==> src/rtl/pe_group_ctrl.sv <==
// Sequencer for one PE group: loads a weight word, streams ifmap rows from BRAM,
// gates the PE pipeline and tags each groupsum with its row/column position.
module pe_group_ctrl #(
    parameter int ADDR_W = 12,
    parameter int CNT_W  = 8
) (
    input  logic              clk,
    input  logic              rst_n,
    input  logic              start,
    input  logic [3:0]        layer_in,
    input  logic [CNT_W-1:0]  out_cols,
    input  logic [CNT_W-1:0]  out_rows,
    input  logic [ADDR_W-1:0] w_base,
    input  logic [ADDR_W-1:0] if_base,
    input  logic [ADDR_W-1:0] if_stride,
    output logic              w_rd_en,
    output logic [ADDR_W-1:0] w_addr,
    output logic              if_rd_en,
    output logic [ADDR_W-1:0] if_addr,
    output logic [3:0]        layer,
    output logic              weight_en,
    output logic              calculate_en,
    output logic              out_valid,
    output logic [CNT_W-1:0]  out_col,
    output logic [CNT_W-1:0]  out_row,
    output logic              busy,
    output logic              done,
    output logic              err
);

    localparam int RW = CNT_W + 1;

    typedef enum logic [2:0] {
        S_IDLE, S_WLOAD, S_FILL, S_CALC, S_DRAIN, S_FIN
    } state_t;

    state_t            state, state_nx;
    logic [CNT_W-1:0]  cnt;
    logic [CNT_W-1:0]  n_q, m_q, row_q, col_q;
    logic [3:0]        layer_q;
    logic [ADDR_W-1:0] w_base_q, row_base_q, stride_q, if_addr_q;
    logic [RW-1:0]     rd_left;
    logic [2:0]        vpipe;
    logic              err_q;
    logic [2:0]        fill_f;
    logic              job_ok, accept, row_start, row_last;

    always_comb begin
        case (layer_q)
            4'd1:    fill_f = 3'd5;
            4'd3:    fill_f = 3'd3;
            default: fill_f = 3'd2;
        endcase
    end

    assign job_ok    = ((layer_in == 4'd1) || (layer_in == 4'd3) || (layer_in == 4'd4))
                       && (out_cols != '0) && (out_rows != '0);
    assign accept    = (state == S_IDLE) && start && job_ok;
    assign row_last  = (row_q == m_q - CNT_W'(1));
    assign row_start = (state_nx == S_FILL) && (state != S_FILL);

    always_ff @(posedge clk or negedge rst_n) begin
        if (!rst_n) state <= S_IDLE;
        else        state <= state_nx;
    end

    // cnt restarts on every state change; in WLOAD bit 0 separates read and capture cycles
    always_comb begin
        state_nx = state;
        case (state)
            S_IDLE:  if (accept) state_nx = S_WLOAD;
            S_WLOAD: if (cnt == CNT_W'(1)) state_nx = S_FILL;
            S_FILL:  if (cnt == CNT_W'(fill_f)) state_nx = S_CALC;
            S_CALC:  if (cnt == n_q - CNT_W'(1)) state_nx = S_DRAIN;
            S_DRAIN: if (cnt == CNT_W'(2)) state_nx = row_last ? S_FIN : S_FILL;
            S_FIN:   state_nx = S_IDLE;
            default: state_nx = S_IDLE;
        endcase
    end

    always_ff @(posedge clk or negedge rst_n) begin
        if (!rst_n) begin
            cnt        <= '0;
            n_q        <= '0;
            m_q        <= '0;
            row_q      <= '0;
            col_q      <= '0;
            layer_q    <= '0;
            w_base_q   <= '0;
            row_base_q <= '0;
            stride_q   <= '0;
            if_addr_q  <= '0;
            rd_left    <= '0;
            vpipe      <= '0;
            err_q      <= 1'b0;
        end else begin
            err_q <= (state == S_IDLE) && start && !job_ok;
            vpipe <= {vpipe[1:0], state == S_CALC};
            cnt   <= (state_nx != state) ? '0 : cnt + CNT_W'(1);
            if (rd_left != '0) begin
                rd_left   <= rd_left - RW'(1);
                if_addr_q <= if_addr_q + ADDR_W'(1);
            end
            if (vpipe[2]) col_q <= col_q + CNT_W'(1);
            if (accept) begin
                layer_q    <= layer_in;
                n_q        <= out_cols;
                m_q        <= out_rows;
                w_base_q   <= w_base;
                row_base_q <= if_base;
                stride_q   <= if_stride;
                row_q      <= '0;
            end
            // row load overrides the running read/column increments above
            if (row_start) begin
                rd_left <= {1'b0, n_q} + RW'(fill_f) - RW'(1);
                col_q   <= '0;
                if (state == S_DRAIN) begin
                    row_q      <= row_q + CNT_W'(1);
                    row_base_q <= row_base_q + stride_q;
                    if_addr_q  <= row_base_q + stride_q;
                end else begin
                    if_addr_q  <= row_base_q;
                end
            end
        end
    end

    always_comb begin
        w_rd_en      = (state == S_WLOAD) && !cnt[0];
        weight_en    = (state == S_WLOAD) && cnt[0];
        w_addr       = w_rd_en ? w_base_q : '0;
        if_rd_en     = (rd_left != '0);
        if_addr      = if_rd_en ? if_addr_q : '0;
        calculate_en = (state == S_CALC);
        out_valid    = vpipe[2];
        out_col      = col_q;
        out_row      = row_q;
        layer        = layer_q;
        busy         = (state != S_IDLE);
        done         = (state == S_FIN);
        err          = err_q;
    end

endmodule

==> config.mk <==
export PLATFORM = sky130hd
export DESIGN_NAME = pe_group_ctrl
export DESIGN_NICKNAME = d
export VERILOG_FILES = /design/src/rtl/pe_group_ctrl.sv
export SDC_FILE = /design/constraint.sdc
export NUM_CORES = 1
export LEC_CHECK = 0
export ABC_AREA = 1
export CAP_MARGIN = 20
export CORE_ASPECT_RATIO = 2
export CORE_MARGIN = 1.5
export CORE_UTILIZATION = 49
export CTS_CLUSTER_SIZE = 30
export DETAILED_ROUTE_END_ITERATION = 12
export PLACE_DENSITY = 0.77
export SLEW_MARGIN = 40
export SYNTH_ARGS = -nofsm -noshare
export SYNTH_HDL_FRONTEND = slang
export SYNTH_SLANG_ARGS = --single-unit
==> constraint.sdc <==
create_clock -name clk -period 2.6 [get_ports clk]
set_clock_uncertainty 0.15 [all_clocks]
set_input_delay 0.52 -clock clk [delete_from_list [all_inputs] [get_ports clk]]
set_output_delay 0.52 -clock clk [all_outputs]
set_load 0.1 [all_outputs]
=== Yosys cells after proc, flatten, opt, wreduce, memory -nomap -nowiden ===
Index checks and enable logic that the tools add are counted.
Widths: inputs -> output; s select.

* Add/sub/neg operators: 10
* Multiply operators: 0
* Divide/modulo/power cells: 0
* Order comparisons: 0
* Equal/unequal tests: 18
* Shifts and indexed selects: 0
* Mux-type cells: 24
* Bitwise logic cells: 0
* Reduce and logical (&&, ||, !) cells: 19

{| class="wikitable"
|+ Operators by type and width
! kind !! count
|-
| $mux 12 || 8
|-
| $mux 8 || 6
|-
| $add 8x1->8 const B || 3
|-
| $mux 3 || 6
|-
| $mux 9 || 2
|-
| $sub 9x1->9 const B || 2
|-
| $eq 8x8->1 || 2
|-
| $reduce_bool 8->1 || 2
|-
| $sub 8x1->8 const B || 2
|-
| $pmux 3 s5 || 1
|-
| $add 12x1->12 const B || 1
|-
| $add 12x12->12 || 1
|-
| $add 8x3->9 || 1
|-
| $eq 3x2->1 const B || 3
|-
| $reduce_bool 9->1 || 1
|-
| $eq 4x1->1 const B || 2
|-
| $eq 4x2->1 const B || 2
|-
| $eq 8x1->1 const B || 1
|-
| $eq 8x2->1 const B || 1
|-
| $eq 8x3->1 || 1
|-
| $logic_and 1x1->1 || 8
|-
| $eq 3x3->1 const B || 2
|-
| $pmux 3 s2 || 1
|-
| $eq 4x3->1 const B || 1
|-
| other kinds (8) || 11
|}

* Register bits after elaboration: 108
* Bits in latches: 0
* Memory bits (writable): 0
* Bits in read-only memories: 0
* Input port bits: 59
* Output and inout port bits: 52
* Word-level logic and storage cells: 85
* Memories: 0

=== Longest topological paths before layout ===
* Depth after elaboration: 11
* Gate-level depth with buffers: 19
* Mapped depth without buffers: 18

=== Worst setup path after synthesis ===
Ideal clock, no wire load.

* Path type: register to output
* Start point: reg state[1]
* End point: out w_addr[10]
* Arrival: 3.744 ns
* Data required time: 1.930 ns
* Setup slack: -1.814 ns
* Stages on the path, launching flop included: 7
* Path buffers: 1
* Cells stage by stage: dfrtp_1 > nor3_1 > inv_1 > nor2_1 > inv_1 > clkbuf_1 > nor2_1

* Cells in the longest elaborated chain, start to end: 3

{| class="wikitable"
|+ RTL lines
! what !! RTL line !! text
|-
| start: declaration || 37 || <nowiki>state_t state, state_nx;</nowiki>
|-
| start signal: assignment || 64 || <nowiki>else state <= state_nx;</nowiki>
|-
| $eq 3x1->1 || 130 || <nowiki>w_rd_en = (state == S_WLOAD) && !cnt[0];</nowiki>
|-
| $logic_and 1x1->1 || 130 ||
|-
| net w_rd_en || 16 || <nowiki>output logic w_rd_en,</nowiki>
|-
| $mux 12 || 132 || <nowiki>w_addr = w_rd_en ? w_base_q : '0;</nowiki>
|-
| end: declaration || 17 || <nowiki>output logic [ADDR_W-1:0] w_addr,</nowiki>
|}

The timed path passes the listed nets, and every way through them passes these cells.

=== Final worst setup path ===
* Start point: reg layer_q[2], in the netlist layer[2]
* End point: reg rd_left[7]

* Cells in the longest elaborated chain, start to end: 8
* Elaborated cells between the ends (all ways): 12
* Those cells by class: 2 x add/sub; 4 x eq/ne; 4 x mux; 2 x reduce/logical

{| class="wikitable"
|+ RTL lines
! what !! RTL line !! text
|-
| start: declaration || 40 || <nowiki>logic [3:0] layer_q;</nowiki>
|-
| start signal: assignment || 106 || <nowiki>layer_q <= layer_in;</nowiki>
|-
| $eq 4x2->1 / $eq 4x1->1 (equally long branches) || 49 || <nowiki>case (layer_q)</nowiki>
|-
| $pmux 3 s2 * || 49 ||
|-
| branches (longest 6 deep; another with $add 8x3->9) || -- ||
|-
| end signal: assignment || 101 || <nowiki>rd_left <= rd_left - RW'(1);</nowiki>
|-
| end signal: assignment || 116 || <nowiki>rd_left <= {1'b0, n_q} + RW'(fill_f) - RW'(1);</nowiki>
|-
| end: declaration || 42 || <nowiki>logic [RW-1:0] rd_left;</nowiki>
|}

Mark *: on every way between the ends.
A chain may end at the register's enable or synchronous reset.

==> flow_metrics.tcl <==
set metrics [dict create \
    status "finished with violations" \
    violations "setup timing" \
    drc 0 \
    crit_path_top_delay_cell "dfrtp_4" \
    syn_nets 1036 \
    power.share.sequential_pct 21.2 \
    worstPathArrival_ns 2.76 \
    cts_tree "built" \
    max_slew_margin_pct 63.6 \
    internal_power_mw 6.95 \
    htreeDepth 3 \
    finish.net_count 1211 \
    syn_inst 940 \
    async_flop_share_pct 100 \
    critPathKind "flop to flop" \
    clk_latency_ns 0.36 \
    synth_edf_count 0 \
    grt_max_degree 41 \
    crit_required_ns 2.73 \
    grt.total_usage_pct 25.6 \
    dp.cells 1267 \
    synth_area_mm2 0.00692 \
    grt_overflow_total 0 \
    period_share_pct 101 \
    worst_pin_slew_ns 0.541 \
    cts_max_path_buffers 2 \
    finalMaxSlewViolations 0 \
    ys_ff_latch 108 \
    dieHeight_um 171 \
    drive_gt1_share_pct 23.3 \
    crit_chain "nor2_4 -> nand2_2 -> inv_2 -> ha_4 -> inv_4 -> ha_4 -> inv_2 -> fa_2 -> o21ai_2 -> a21oi_2 -> nor2_1 -> nor2_1 -> xor2_1 -> nand3_1 -> a21oi_1" \
    p_clk_share_pct 9.5 \
    initial_utilization_pct 50.1 \
    rsz0062_at_grt "true" \
    antenna_cells 0 \
    num_vias 6794 \
    dr.first_iter.drc_count 387 \
    place_ws_ns -0.0657 \
    dieWidth_um 87.0 \
    hpwl_um 14000 \
    ys_warn_count 0 \
    fillers 1039 \
    setup_viol 1 \
    yosys.area.top_type "dfrtp_1" \
    stdcell_count 1309 \
    min_path_type "flop to flop" \
    final_cell_mix "nand2_1 (231), inv_1 (107), dfrtp_1 (103), buf_4 (95), o21ai_0 (73)" \
    io_pins 111 \
    comb_power_share_pct 69.3 \
    cellPowerDensity_mw_per_mm2 1440 \
    cts.clk_slew.worst_paths_ns 0.07 \
    max_stage_delay_ns 0.49 \
    wl_per_cell_um 14.5 \
    cts_sinks 108 \
    start_kind "flop" \
    syn_avg_cell_area_um2 7.36 \
    ff_latch_area_mm2 0.00272 \
    ant_nets 0 \
    cap_violations 0 \
    area_growth_pct 42.5 \
    antenna_found_initial 0 \
    gp_congestion 0.919 \
    period_minus_slack_ns 2.62 \
    clock-root-buffer "clkbuf_16" \
    ys_seq_area_share_pct 39.1 \
    synth_cell_types 36 \
    hold_start "vpipe[1]" \
    crit_start "layer[2]" \
    p_sw_share_pct 51.2 \
    cts_buffers 9 \
    die-area_mm2 0.0149 \
    via_per_inst 5.19 \
    multiInputGateArea_mm2 0.00406 \
    synth_area_leaders "dfrtp_1 (39%), nand2_1 (13%), inv_1 (6.4%)" \
    synth.top_cell.area_share_pct 39.1 \
    ir_worst_vdd_mv 1.08 \
    core_area_mm2 0.0138 \
    io_buffers 110 \
    r2r-start "layer[2]" \
    first_global_vias 6564 \
    leakagePower_nw 4.70 \
    rows 61 \
    layout_commonest_cell "nand2_1" \
    setup_slack_ns -0.0239 \
    timing.fmax_ghz 0.381 \
    drtPass1Iterations 5 \
    synthFlopType "dfrtp_1" \
    critPathMaxFanout 2 \
    final_hold_viol_count 0 \
    wl_um 19000 \
    end_kind "flop" \
    grt_pass1_wl_um 29900 \
    power_switching_mw 7.29 \
]
[synthesized netlist by cell type (all sizes together) (13+ instances only)]
library cell and count:
nor3 17, clkbuf 16, xor2 28, buf 13, inv 121, a21oi 33, xnor2 23, ha 35
or2 13, o21ai 89, nand2 246, nand3 60, dfrtp 108, nor2 93, nand4 14
[power groups by stage]
stage	clock (mW)	combinational [mW]	sequential (mW)
6_report	1.35	9.87	3.02
5_1_grt	1.42	10.7	3.10
4_1_cts	1.35	8.84	2.99
3_5_place_dp	0	8.76	3.01
3_3_place_gp	0	8.60	2.99
2_1_floorplan	0	5.66	3.61
[cells by family after synthesis]
logic type | share of synthesized area, %
and+or+nand+nor | 28.1
buffers and inverters | 8.79
AOI/OAI and AO/OA | 10.7
DFF | 39.1
xor gates and xnor gates | 6.45
adders and majority gates | 6.91
[routing by layer]
metal | up-vias | part of all wire [%] | track usage (%)
met4 | 0 | 3.8 | 12.8
met2 | 194 | 56 | 47.8
met1 | 3210 | 37 | 28.0
li1 | 3344 | - | -
met5 | - | 0 | 0
met3 | 46 | 3.3 | 2.46
[path summary, 6_finish.rpt]
path	to	slack [ns]	cells past startpoint
worst max-delay path	rd_left[7]	-0.02	15
worst min-delay path	vpipe[2]	0.20	0
worst max register to register	rd_left[7]	-0.02	15
worst min register to register	vpipe[2]	0.20	0
max in group asynchronous	stride_q[4]	1.15	3
min in group asynchronous	out_col[7]	0.51	2
[state kept, by name (all words and copies together), names as in the netlist, 4 cells and up]
register,flops
if_addr_q,12
n_q,8
m_q,8
w_base_q,12
out_col,8
row_base_q,12
stride_q,12
layer,4
rd_left,9
cnt,8
out_row,8
[per-stage QoR]
stage | cell area (um^2) | TNS (ns) | total power, mW | hold WS [ns] | utilization, %
after global routing | 9860 | -0.584 | 15.3 | 0.211 | 71.4
after floorplan | 7200 | -2.01 | 9.27 | 0.0744 | -
after detailed placement | 9080 | -0.299 | 11.8 | 0.186 | 65.7
after global placement | 9080 | -0.0852 | 11.6 | 0.183 | 65.7
after CTS | 9410 | -0.0122 | 13.2 | 0.203 | 68.1
final | 9860 | -0.0239 | 14.2 | 0.201 | 71.4
[critical path, delay by kind of cell (launching register included)]
| family | cells | cell delay, ns |
|---|---|---|
| adders and majority gates | 3 | 0.72 |
| and+or+nand+nor | 5 | 0.51 |
| DFF | 1 | 0.49 |
| AOI/OAI and AO/OA | 3 | 0.38 |
| buffers and inverters | 3 | 0.16 |
| xor gates and xnor gates | 1 | 0.14 |
[cell type report]
| class | count | share of cell area, % |
|---|---|---|
| clock buffer | 10 | 2.42 |
| clock inverter | 6 | 0.495 |
| inverter | 122 | 4.90 |
| multi-input combinational | 681 | 41.2 |
| sequential | 108 | 27.6 |
| tap | 189 | 2.40 |
| timing repair buffer | 192 | 20.9 |
| timing repair inverter | 1 | 0.0888 |
[what timing repair did]
item	CTS	global route
pin swaps	2	34
gates resized for setup	8	69
endpoints found under the setup margin	27	65
endpoints found under the hold margin	20	0
setup buffers	1	23
hold buffers	1	0
gates cloned	0	3
(Power assumes the default switching activity.)
